## src/rtl/cfg_chain_pkg.sv

```systemverilog
// Shared types and helpers for the configuration scan chain.
package cfg_chain_pkg;

  typedef enum logic [1:0] {
    ST_EMPTY,
    ST_FILLING,
    ST_FULL
  } fill_state_e;

  // Bits needed to hold a bit count in the range 0..width.
  function automatic int unsigned count_width(input int unsigned width);
    return $clog2(width + 1);
  endfunction

endpackage

```

## src/rtl/cfg_chain_counter.sv

```systemverilog
// Saturating 0..WIDTH bit counter with load controls and fill-state decode.
module cfg_chain_counter
  import cfg_chain_pkg::*;
#(
  parameter int unsigned WIDTH = 16,
  parameter int unsigned CW    = count_width(WIDTH)
) (
  input  logic CK,
  input  logic RST,
  input  logic INC,
  input  logic LD0,
  input  logic LD1,
  input  logic LDW,
  output logic FULL
);

  localparam logic [CW-1:0] CNT_MAX = CW'(WIDTH);

  logic [CW-1:0] count;
  logic [CW-1:0] count_nxt;
  fill_state_e   fill_state;

  always_ff @(posedge CK) begin
    if (RST) count <= '0;
    else     count <= count_nxt;
  end

  // LD1 covers a commit that coincides with a shift, so it outranks INC.
  always_comb begin
    count_nxt = count;
    if (LDW)                count_nxt = CNT_MAX;
    else if (LD1)           count_nxt = CW'(1);
    else if (INC) begin
      if (count != CNT_MAX) count_nxt = count + CW'(1);
    end
    else if (LD0)           count_nxt = '0;
  end

  always_comb begin
    fill_state = ST_FILLING;
    if (count == '0)           fill_state = ST_EMPTY;
    else if (count == CNT_MAX) fill_state = ST_FULL;
  end

  assign FULL = (fill_state == ST_FULL);

endmodule

```

## src/rtl/cfg_shadow_scan_chain.sv

```systemverilog
// Double-buffered configuration scan chain: serial/parallel chain plus a
// shadow register updated only by a commit of a completely filled chain.
module cfg_shadow_scan_chain
  import cfg_chain_pkg::*;
#(
  parameter int unsigned      WIDTH   = 16,
  parameter logic [WIDTH-1:0] RST_VAL = '0
) (
  input  logic             CK,
  input  logic             RST,
  input  logic             SE,
  input  logic             SI,
  input  logic             CAP,
  input  logic [WIDTH-1:0] D,
  input  logic             COMMIT,
  input  logic             CFGE,
  output logic             SO,
  output logic [WIDTH-1:0] Q,
  output logic [WIDTH-1:0] CFGQ,
  output logic [WIDTH-1:0] CFGQN,
  output logic             FULL,
  output logic             ERR
);

  logic [WIDTH-1:0] chain;
  logic [WIDTH-1:0] shadow;
  logic             full;
  logic             commit_ok;
  logic             err_q;

  assign commit_ok = COMMIT & full;

  cfg_chain_counter #(
    .WIDTH (WIDTH)
  ) u_counter (
    .CK   (CK),
    .RST  (RST),
    .INC  (SE & ~CAP),
    .LD0  (commit_ok),
    .LD1  (commit_ok & SE & ~CAP),
    .LDW  (CAP),
    .FULL (full)
  );

  always_ff @(posedge CK) begin
    if (RST) begin
      chain  <= RST_VAL;
      shadow <= RST_VAL;
      err_q  <= 1'b0;
    end else begin
      if (CAP)     chain <= D;
      else if (SE) chain <= {chain[WIDTH-2:0], SI};
      // Shadow takes the pre-edge chain, so a same-cycle shift is excluded.
      if (commit_ok) shadow <= chain;
      err_q <= COMMIT & ~full;
    end
  end

  assign SO    = chain[WIDTH-1];
  assign Q     = chain;
  assign FULL  = full;
  assign ERR   = err_q;
  assign CFGQ  = CFGE ? shadow  : '0;
  assign CFGQN = CFGE ? ~shadow : '1;

endmodule

```

## config.mk

```make
export PLATFORM = sky130hd
export DESIGN_NAME = cfg_shadow_scan_chain
export DESIGN_NICKNAME = d
export VERILOG_FILES = /design/src/rtl/cfg_chain_pkg.sv /design/src/rtl/cfg_chain_counter.sv /design/src/rtl/cfg_shadow_scan_chain.sv
export SDC_FILE = /design/constraint.sdc
export NUM_CORES = 1
export LEC_CHECK = 0
export BUFFER_PORTS_ARGS = -buffer_cell sky130_fd_sc_hd__buf_2
export CAP_MARGIN = 20
export CORE_AREA = 2 2 67 69
export CTS_BUF_LIST = sky130_fd_sc_hd__clkbuf_2
export DETAILED_ROUTE_END_ITERATION = 7
export DIE_AREA = 0 0 69 71
export PLACE_DENSITY_LB_ADDON = 0.05
export SYNTH_ARGS = -nofsm -noshare
export SYNTH_HDL_FRONTEND = slang
export SYNTH_SLANG_ARGS = --single-unit
export TNS_END_PERCENT = 50
```

## constraint.sdc

```tcl
create_clock -name CK -period 1.55 [get_ports CK]
set_input_delay 0.2325 -clock CK [delete_from_list [all_inputs] [get_ports CK]]
set_output_delay 0.2325 -clock CK [all_outputs]
set_load 0.05 [all_outputs]
```

After elaboration in Yosys (flattened, before gate mapping):

Cells that the tools add are included.

* add/subtract/negate cells: 1
* equal/unequal tests: 6
* mux-type cells: 11
* bitwise logic cells: 8
* reductions and logical operators: 10

Operator list (number)
* $mux 16: 4
* $mux 5: 5
* $not 16->16: 1
* $reduce_and 2->1: 3
* $add 5x1->5 const B: 1
* $and 1x1->1: 5
* $eq 5x5->1 const B: 1
* $logic_not 5->1: 1
* $ne 5x5->1 const B: 1
* $mux 2: 2
* $ne 4x4->1 const B: 1
* $reduce_bool 2->1: 2
* $reduce_bool 4->1: 1
* $ne 3x3->1 const B: 1
* $reduce_bool 3->1: 1
* $reduce_or 3->1: 1
* $eq 2x2->1 const B: 1
* $ne 2x2->1 const B: 1
* $not 1->1: 2
* $reduce_or 2->1: 1

* bits in registers: 38
* word-level logic and storage cells: 42

Depth between registers and ports, before layout:

* depth in word-level cells: 9
* gate-level depth with buffers: 7
* depth with buffers taken out: 6

Hierarchy:

From an unflattened synthesis, not the netlist that was laid out.

* cell total of the unflattened synthesis: 219
* area total of the unflattened synthesis: 1983.2 um^2

Modules (own cells, without submodules)
* cfg_shadow_scan_chain: instances 1, cells each 184, area an instance 1664.1 um^2, sequential area each 660.6 um^2
* cfg_chain_counter: instances 1, cells each 35, area an instance 319.1 um^2, sequential area each 100.1 um^2

Worst setup path after synthesis:

Ideal clock, no wire load.

* kind: input -> output
* from: input CFGE
* to: output CFGQN[10]
* arrival time: 1.248 ns
* slack: 0.070 ns
* stages on the path: 3
* buffers on the path: 1
* cell sequence: clkbuf_1 -> and2_1 -> inv_1

* cells in the longest elaborated chain, start to end: 1

Ends and longest elaborated chain
* from (decl): RTL line cfg_shadow_scan_chain.sv:16 `input logic CFGE,`
* $mux 16: RTL line cfg_shadow_scan_chain.sv:64 `assign CFGQN = CFGE ? ~shadow : '1;`
* to (decl): RTL line cfg_shadow_scan_chain.sv:20 `output logic [WIDTH-1:0] CFGQN,`

No other way between the ends.

Final worst setup path:

* from: register u_counter.count[0]
* to: output FULL

* cells in the longest elaborated chain, start to end: 4
* elaborated cells between the ends (all ways): 5
* classes of those cells: eq/ne (2); mux (2); reduce/logical (1)

Ends and longest elaborated chain
* from (decl): RTL line cfg_chain_counter.sv:19 `logic [CW-1:0] count;`
* from (signal assigned): RTL line cfg_chain_counter.sv:25 `else count <= count_nxt;`
* $eq 5x5->1: RTL line cfg_chain_counter.sv:42 `else if (count == CNT_MAX) fill_state = ST_FULL;`
* $mux 2: RTL line cfg_chain_counter.sv:42
* $mux 2 *: RTL line cfg_chain_counter.sv:41 `if (count == '0) fill_state = ST_EMPTY;`
* $eq 2x2->1 *: RTL line cfg_chain_counter.sv:45 `assign FULL = (fill_state == ST_FULL);`
* to (decl): RTL line cfg_shadow_scan_chain.sv:21 `output logic FULL,`

Mark *: on every way between the ends. The rest lies on a longest branch, timed or not.

==> metrics <==
fin crit share 0.9762; sequential cell area 763.2 um^2; met1 Track Usage GR 0.2633; number of global-route vias before repair 1541; min setup slack post-route 0.03690 ns; Yosys Warn Count 0; status finished clean; Worst Tran Pin Value 0.2687 ns; Sw Ratio 0.3358; final setup TNS 0 ns; row cnt 24; Synth Net Count 247; clk_skew 0.009883 ns; CP Capture Type primary output; Reg clk slew, reported paths between 0.15 and 0.2 ns; Routed Antenna Nets 0; WS Path Type reg2out; die area 0.004899 mm^2; Cells after Synth 222; max_cap viols 0; CTS root buf clkbuf_2; CTS tree done; Flop pwr share 0.540; mean area per synthesized cell 8.116 um^2; post-DP HPWL about 3200 um; PD cells 832.5 mW/mm^2; total core area ~0.0042 mm^2; Peak supply drop 0.5075 mV; fillers 449; relative slew slack 0.8208; vias per inst 4.876; met2 Track Usage GR 0.2895; n_diodes 0; Total GRT Usage 0.1873; post-synthesis cell type count 30; Die H 71 um; area taken by multi-input logic gates 899.6 um^2; maximum clock frequency approximately 660 MHz; wire per inst about 12 um; routability cong. ~0.8; RSZ-0062 raised after global routing yes; pre-CTS WS 0.08014 ns; initial drt markers 106; Setup Viol. Count Final 0; Via Count 1731; Nets 328; startpoint types flip-flop; Pint around 1.3 mW; async set-or-reset flop fraction in the synthesized netlist 0; met3 Usage GRT 0.03561; initial antenna violation count 0; Critical Path RT between 1 and 1.5 ns; Area Growth Syn to Fin 31.18%; clk sink count 38; GRT Residual Overflow 0; die span in x 69 um; Logic pwr share 0.249; most used routing layer met2; fin crit period 1.513 ns; share of post-route cells with drive strength above 1 0.3795; Hold-fix buffers, CTS 0; largest net degree at the start of global routing 24; Buffers on Ports 73; Num CTS Buffers 5; P_sw between 600 and 700 uW; Final Hold Fails 0; clock share of power 0.210; post-synthesis register bit count 38; WHS 0.07547 ns; Top FF cell, synth dfxtp_1; DRT Pass-1 Iters 4; Max clock buf depth 2; Final Max Slew Viols 0; first-pass GRT wire length 7389 um; P_leak 1.046 nW; Crit Path Max Fanout 2; post-synth design cell area 0.001802 mm^2; IO Count 74; Post-synth EDFFs 0; post-synthesis sequential area ratio 0.4222; H-tree depth 2; crit path DAT 1.28 ns; Hold Path Class in2reg; Initial Util 0.4286; worst-skew pair later-pin latency 0.37 ns; DRC 0; drt total wl 4347 um
power groups by stage:
stage	Combinational, mW	Sequential, mW	Clock, mW
4_1_cts	0.489	1.06	0.436
2_1_floorplan	0.235	1.17	0
3_3_place_gp	0.467	1.08	0
6_report	0.491	1.06	0.414
5_1_grt	0.532	1.07	0.480
3_5_place_dp	0.468	1.08	0
path summary, 6_finish.rpt:
kind                            cells past startpoint                 end  slack, ns          startpoint
worst max-delay path                                5                FULL       0.04  u_counter.count[0]
worst max register to register                      7  u_counter.count[2]       0.06  u_counter.count[0]
worst min-delay path                                3                Q[4]       0.08                D[4]
worst min register to register                      2           shadow[6]       0.48           shadow[6]
per-stage QoR:
step / cells / instance area, um^2 / power [mW] / util
2_1_floorplan: 222 / 1802 / 1.408 / -
4_1_cts: 354 / 2355 / 1.989 / 0.5601
3_5_place_dp: 345 / 2270 / 1.550 / 0.5399
5_1_grt: 355 / 2364 / 2.084 / 0.5622
3_3_place_gp: 345 / 2270 / 1.550 / 0.5399
6_report: 355 / 2364 / 1.968 / 0.5622
routing by layer:
metal,vias up,routed length [um],share of wire
met2,59,1945,0.45
met1,753,2089,0.48
met5,-,0,0
met3,8,249,0.057
met4,0,62,0.014
li1,911,-,-
cell usage after synthesis (all sizes together), types with 8 or more instances:
| cell type | number | area share |
|---|---|---|
| o21ai | 19 | 0.053 |
| dfxtp | 38 | 0.42 |
| a21oi | 26 | 0.072 |
| nor2 | 9 | 0.019 |
| buf | 10 | 0.029 |
| mux2i | 9 | 0.050 |
| clkbuf | 8 | 0.017 |
| nand2 | 15 | 0.031 |
| inv | 21 | 0.044 |
| and2 | 15 | 0.052 |
| a211oi | 9 | 0.037 |
| nand3 | 19 | 0.053 |
cells by family (layout without fill, tap and decap cells):
family | Yosys count | count (layout) | share of synthesized area
AND/OR/NAND/NOR | 68 | 68 | 0.1945
AO/OA/AOI/OAI | 57 | 57 | 0.1792
buffers and inverters | 40 | 121 | 0.09166
flip-flops | 38 | 38 | 0.4222
multiplexers | 16 | 16 | 0.09375
adder cells (fa/ha/maj) | 2 | 2 | 0.01389
XOR/XNOR | 1 | 1 | 0.004862
final cells by class:
type,count,share of cell area
clock buffer,7,0.01482
inverter,22,0.03494
multi-input combinational,144,0.3806
tap,52,0.02753
timing repair buffer,92,0.2192
sequential,38,0.3229
worst max-delay path, cell delays in order, from the launching register on:
cell and delay (ns):
dfxtp_2 0.35, inv_2 0.08, ha_4 0.14, nand4bb_4 0.11, inv_2 0.09, buf_8 0.14
registers in the layout, summed over array words and instances, names as in the netlist:
signal           flops
u_counter.count      5
Q                   16
shadow              16
ERR                  1
cell usage in the layout (no fill, tap or decap), types with 5 or more instances in the layout:
master / netlist / layout
buf_4: 1 / 19
a21oi_1: 26 / 26
nor2_1: 9 / 9
dfxtp_1: 38 / 36
o21ai_1: 2 / 5
nand2_1: 15 / 15
o21ai_0: 17 / 14
clkbuf_2: 0 / 7
nand3_1: 19 / 19
and2_1: 15 / 15
inv_1: 20 / 18
mux2_2: 7 / 7
buf_2: 9 / 72
a211oi_1: 9 / 9
mux2i_1: 9 / 9
what timing repair did:
item	CTS	global route
gates resized for setup	8	5
setup buffers	2	1
cloned	0	0
pin swaps	1	2
endpoints found under the setup margin	1	2
(Power assumes the default switching activity.)
